$ cat src/rtl/perc_vote_if.sv
// perc_vote_if: result handshake between the vote stage and its consumer
interface perc_vote_if #(parameter int WIN_W = 4);
   logic result_valid, result_ready, result;
   logic [WIN_W-1:0] act_count;
   modport master (output result_valid, result, act_count, input result_ready);
   modport slave (input result_valid, result, act_count, output result_ready);
endinterface

$ cat src/rtl/perc_vote.sv
// perc_vote: strict-majority vote over a programmable window of perceptron decisions
module perc_vote #(parameter int WIN_W = 4) (
   input  logic             clk,
   input  logic             rst_n,
   input  logic             start,
   input  logic [WIN_W-1:0] win_len,
   input  logic             act_valid,
   input  logic             act_in,
   output logic             busy,
   perc_vote_if.master      res
);
   typedef enum logic [1:0] {IDLE, COLLECT, HOLD} state_t;
   state_t state;
   logic [WIN_W-1:0] len, seen, cnt, seen_n, cnt_n;
   logic valid, verdict;
   always_comb begin
      seen_n = seen + 1'b1;
      cnt_n  = cnt + WIN_W'(act_in);
   end
   assign res.result_valid = valid;
   assign res.result       = verdict;
   assign res.act_count    = cnt;
   always_ff @(posedge clk or negedge rst_n) begin
      if (!rst_n) begin
         state   <= IDLE;
         len     <= '0;
         seen    <= '0;
         cnt     <= '0;
         busy    <= 1'b0;
         valid   <= 1'b0;
         verdict <= 1'b0;
      end else begin
         case (state)
            IDLE: if (start && win_len != '0) begin
               len   <= win_len;
               seen  <= '0;
               cnt   <= '0;
               busy  <= 1'b1;
               state <= COLLECT;
            end
            COLLECT: if (act_valid) begin
               seen <= seen_n;
               cnt  <= cnt_n;
               if (seen_n == len) begin
                  // 2*count > len in WIN_W+1 bits: ties vote inactive
                  state   <= HOLD;
                  valid   <= 1'b1;
                  verdict <= {cnt_n, 1'b0} > {1'b0, len};
               end
            end
            HOLD: if (res.result_ready) begin
               state <= IDLE;
               valid <= 1'b0;
               busy  <= 1'b0;
            end
            default: state <= IDLE;
         endcase
      end
   end
endmodule

$ cat src/flat_wrapper.sv
// flat-port wrapper written by rule: the top's interface ports become plain ports
module perc_vote_flat 
#(parameter int WIN_W = 4)
  (clk, rst_n, start, win_len, act_valid, act_in, busy, res_result_valid, res_result, res_act_count, res_result_ready);
  perc_vote_if #(.WIN_W(WIN_W)) res_i ();
  input  logic clk;
  input  logic rst_n;
  input  logic start;
  input  logic [WIN_W-1:0] win_len;
  input  logic act_valid;
  input  logic act_in;
  output logic busy;
  output wire logic [$bits(res_i.result_valid)-1:0] res_result_valid;
  output wire logic [$bits(res_i.result)-1:0] res_result;
  output wire logic [$bits(res_i.act_count)-1:0] res_act_count;
  input wire logic [$bits(res_i.result_ready)-1:0] res_result_ready;
  assign res_result_valid = res_i.result_valid;
  assign res_result = res_i.result;
  assign res_act_count = res_i.act_count;
  assign res_i.result_ready = res_result_ready;
  perc_vote #(.WIN_W(WIN_W)) u_core (.clk(clk), .rst_n(rst_n), .start(start), .win_len(win_len), .act_valid(act_valid), .act_in(act_in), .busy(busy), .res(res_i));
endmodule
$ cat config.mk
export PLATFORM = sky130hd
export DESIGN_NAME = perc_vote_flat
export DESIGN_NICKNAME = d
export VERILOG_FILES = /design/src/rtl/perc_vote_if.sv /design/src/rtl/perc_vote.sv /design/src/flat_wrapper.sv
export SDC_FILE = /design/constraint.sdc
export NUM_CORES = 1
export LEC_CHECK = 0
export CORE_MARGIN = 3
export CORE_UTILIZATION = 25
export CTS_BUF_LIST = sky130_fd_sc_hd__clkbuf_8
export DETAILED_ROUTE_END_ITERATION = 6
export PLACE_DENSITY_LB_ADDON = 0.1
export SETUP_SLACK_MARGIN = 0.5
export SLEW_MARGIN = 20
export SYNTH_ARGS = -nofsm -noshare
export SYNTH_HDL_FRONTEND = slang
export SYNTH_SLANG_ARGS = --single-unit
$ cat constraint.sdc
create_clock -name clk -period 5.32 [get_ports clk]
set_input_delay 1.064 -clock clk [delete_from_list [all_inputs] [get_ports clk]]
set_output_delay 1.064 -clock clk [all_outputs]
set_load 0.02 [all_outputs]
==> results.json <==
{
  "yosysSeqAreaShare_pct": 44.7,
  "cp-end-kind": "flip-flop",
  "whs_path_depth": 1,
  "viasPerCell": 4.72,
  "crit_family": "adder cells",
  "synth_cells": 90,
  "regArea_um2": 425,
  "num_vias": 731,
  "cts_max_level": 1,
  "n_fill_cell": 354,
  "ant_nets": 0,
  "drive_gt1_share_pct": 11.0,
  "rsz0062_at_grt": "false",
  "period_needed_ns": 2.78,
  "p_comb_share_pct": 47.1,
  "first_pass_iters": 4,
  "io_pins": 17,
  "fin_crit_sh_pct": 52.3,
  "synth_nets": 106,
  "clock_sinks": 17,
  "wl_um": 2040,
  "cts_buffer_depth": 2,
  "post_synth.cell_area_avg_um2": 10.6,
  "utilization_pct": 34.6,
  "crit_fanout": 2,
  "antenna_found_initial": 0,
  "maxCapViolations": 0,
  "antenna_cells": 0,
  "grt_pass1_wl_um": 3680,
  "multi_input_area_um2": 495,
  "setup_viol": 0,
  "portBuffers": 16,
  "p_clk_share_pct": 15.5,
  "reg2reg_depth": 7,
  "cts_root_buf": "clkbuf_8",
  "switchingPower_mw": 0.245,
  "clock_latency_ns": 0.25,
  "die_h_um": 67.7,
  "final_common_cell": "dfrtp_1",
  "cp.buffers_inverters": 1,
  "num_rows": 21,
  "setup_tns_ns": 0,
  "startpoint_type": "input port",
  "ir_drop_v": 0.000161,
  "ys_ff_latch": 17,
  "clock_skew_ns": 0.00262,
  "worstPathRequired_ns": 5.46,
  "cp_common_cell": "ha_1",
  "place_hpwl_um": 1580,
  "postCtsSetupRepairBufs": 0,
  "syn_area_um2": 952,
  "max_freq_mhz": 359,
  "internal-power_mw": 0.391,
  "crit_arrival_ns": 2.93,
  "hp-start": "u_core.res.result_valid",
  "report.final.slew_viol_count": 0,
  "cts_hold_buf": 0,
  "drt_iter0_markers": 38,
  "cts.repair.resized": 0,
  "maxSlewHeadroom_pct": 46.9,
  "hold_class": "flip-flop to flip-flop",
  "outcome": "complete, no violations",
  "dieArea_um2": 4590,
  "area_delta_synth_final_pct": 27.1,
  "cts_made_buffers": 3,
  "tightest_slew_ns": 0.794,
  "die_x_um": 67.7,
  "power_density_nw_per_um2": 526,
  "detail_route.wl_per_cell_um": 13.2,
  "gr-total-overflow": 0,
  "crit_chain": "clkdlybuf4s50_1, ha_1, ha_1, ha_1, a21o_1, a21oi_1, o21ai_0, mux2_4",
  "worstSetupPathType": "input port to flip-flop",
  "globalplace.congestion": 0.764,
  "nets": 126,
  "r2r-start": "u_core.res.act_count[0]",
  "path_depth": 8,
  "switching_share_pct": 38.6,
  "finalHoldViolations": 0,
  "seqPwrFrac_pct": 37.4,
  "p_leak_nw": 0.540,
  "grt_pass1_vias": 777,
  "final_cell_mix": "17 x dfrtp_1, 16 x clkdlybuf4s50_1, 8 x inv_1, 8 x nand2_1, 7 x o21ai_0",
  "synth.distinct_cells": 25,
  "cp_slowest_cell": "clkdlybuf4s50_1",
  "path_clk_slew_ns": 0.07,
  "core_um2": 3490,
  "grt.total_usage_pct": 11.1,
  "drc": 0,
  "cts_tree": "built",
  "grt_max_degree": 18,
  "slowest_delay_ns": 0.41,
  "synth_warnings": 0,
  "setup.worst_path.start": "act_in",
  "initial_utilization_pct": 27.2
}
[path summary, 6_finish.rpt]
check | endpoint | slack, ns
setup / recovery | u_core.res.result | 2.54
hold / removal | u_core.res.result_valid | 0.49
setup reg to reg | u_core.res.result | 3.33
hold reg to reg | u_core.res.result_valid | 0.49
max in group asynchronous | u_core.seen[2] | 3.56
min in group asynchronous | u_core.res.act_count[1] | 1.27
[through the flow]
step	total power [mW]	worst slack [ns]	instance area, um^2	instances	hold slack, ns
floorplan	0.452	2.77	952	90	0.504
global placement	0.546	2.30	1160	151	0.472
detailed placement	0.549	2.26	1160	151	0.482
CTS	0.650	2.53	1210	155	0.496
global route	0.701	2.42	1210	155	0.513
finish	0.637	2.54	1210	155	0.489
[layer usage]
layer  track usage [%]  vias up  share of wire [%]
li1                  -      365                  -
met1              14.2      349                 49
met2              17.5       13                 46
met3              2.00        4                3.6
met4              6.08        0                2.1
met5                 0        -                  0
[power by group through the flow]
stage                     clock network, mW  logic [mW]  registers [mW]
after global routing                  0.106       0.345           0.249
after detailed placement                  0       0.306           0.243
final                                0.0985       0.300           0.238
after floorplan                           0       0.211           0.241
after CTS                             0.103       0.307           0.240
after global placement                    0       0.303           0.243
[cells in the mapped netlist]
| master | count | area share, % |
|---|---|---|
| mux2_2 | 5 | 5.9 |
| a22o_1 | 4 | 3.7 |
| or4_1 | 1 | 0.79 |
| inv_1 | 7 | 2.8 |
| xnor3_1 | 1 | 2.4 |
| a21o_1 | 2 | 1.6 |
| a21oi_1 | 4 | 2.1 |
| nand4_1 | 2 | 1.3 |
| xor2_1 | 3 | 2.8 |
| nor3_1 | 4 | 2.1 |
| nand3_1 | 4 | 2.1 |
| nand2_1 | 8 | 3.2 |
| xnor2_1 | 3 | 2.8 |
| nor2_1 | 4 | 1.6 |
| o22ai_1 | 1 | 0.66 |
| o21ai_0 | 7 | 3.7 |
| dfrtp_1 | 17 | 45 |
| and4b_1 | 1 | 1.1 |
| a31o_2 | 1 | 0.92 |
| o41ai_1 | 1 | 0.92 |
| ha_1 | 6 | 7.9 |
| nor4_4 | 1 | 2.2 |
| a21o_2 | 1 | 0.92 |
| buf_2 | 1 | 0.53 |
| mux2_4 | 1 | 1.6 |
[registers in the layout, indices dropped and copies added, names as in the netlist]
signal and flops:
u_core.len 4, u_core.res.act_count 4, u_core.seen 4, u_core.state 2, u_core.busy 1, u_core.res.result 1, u_core.res.result_valid 1
[cell type report]
| type | instances | area share (%) |
|---|---|---|
| flip-flops and latches | 17 | 35.2 |
| multi-input cells | 65 | 41.0 |
| inverters | 7 | 2.17 |
| repair buffers | 16 | 13.2 |
| well taps | 46 | 4.76 |
| clock inverters | 1 | 0.310 |
| clock buffers | 3 | 3.41 |
[cell families (layout without fill, tap and decap cells)]
kind of cell	after synthesis	after routing	synth area share [%]
simple gates	25	25	14.3
mux	6	6	7.49
flops	17	17	44.7
xor+xnor	7	7	7.89
compound gates	21	21	14.5
buf+inv	8	27	3.29
fa+ha+maj	6	6	7.88
[worst reg2reg max path, cell delays in order, from the launching register on]
cell	delay [ns]
dfrtp_1	0.40
ha_1	0.22
ha_1	0.30
ha_1	0.30
a21o_1	0.18
a21oi_1	0.12
o21ai_0	0.10
mux2_4	0.26
Power figures use the tool's default switching activity.
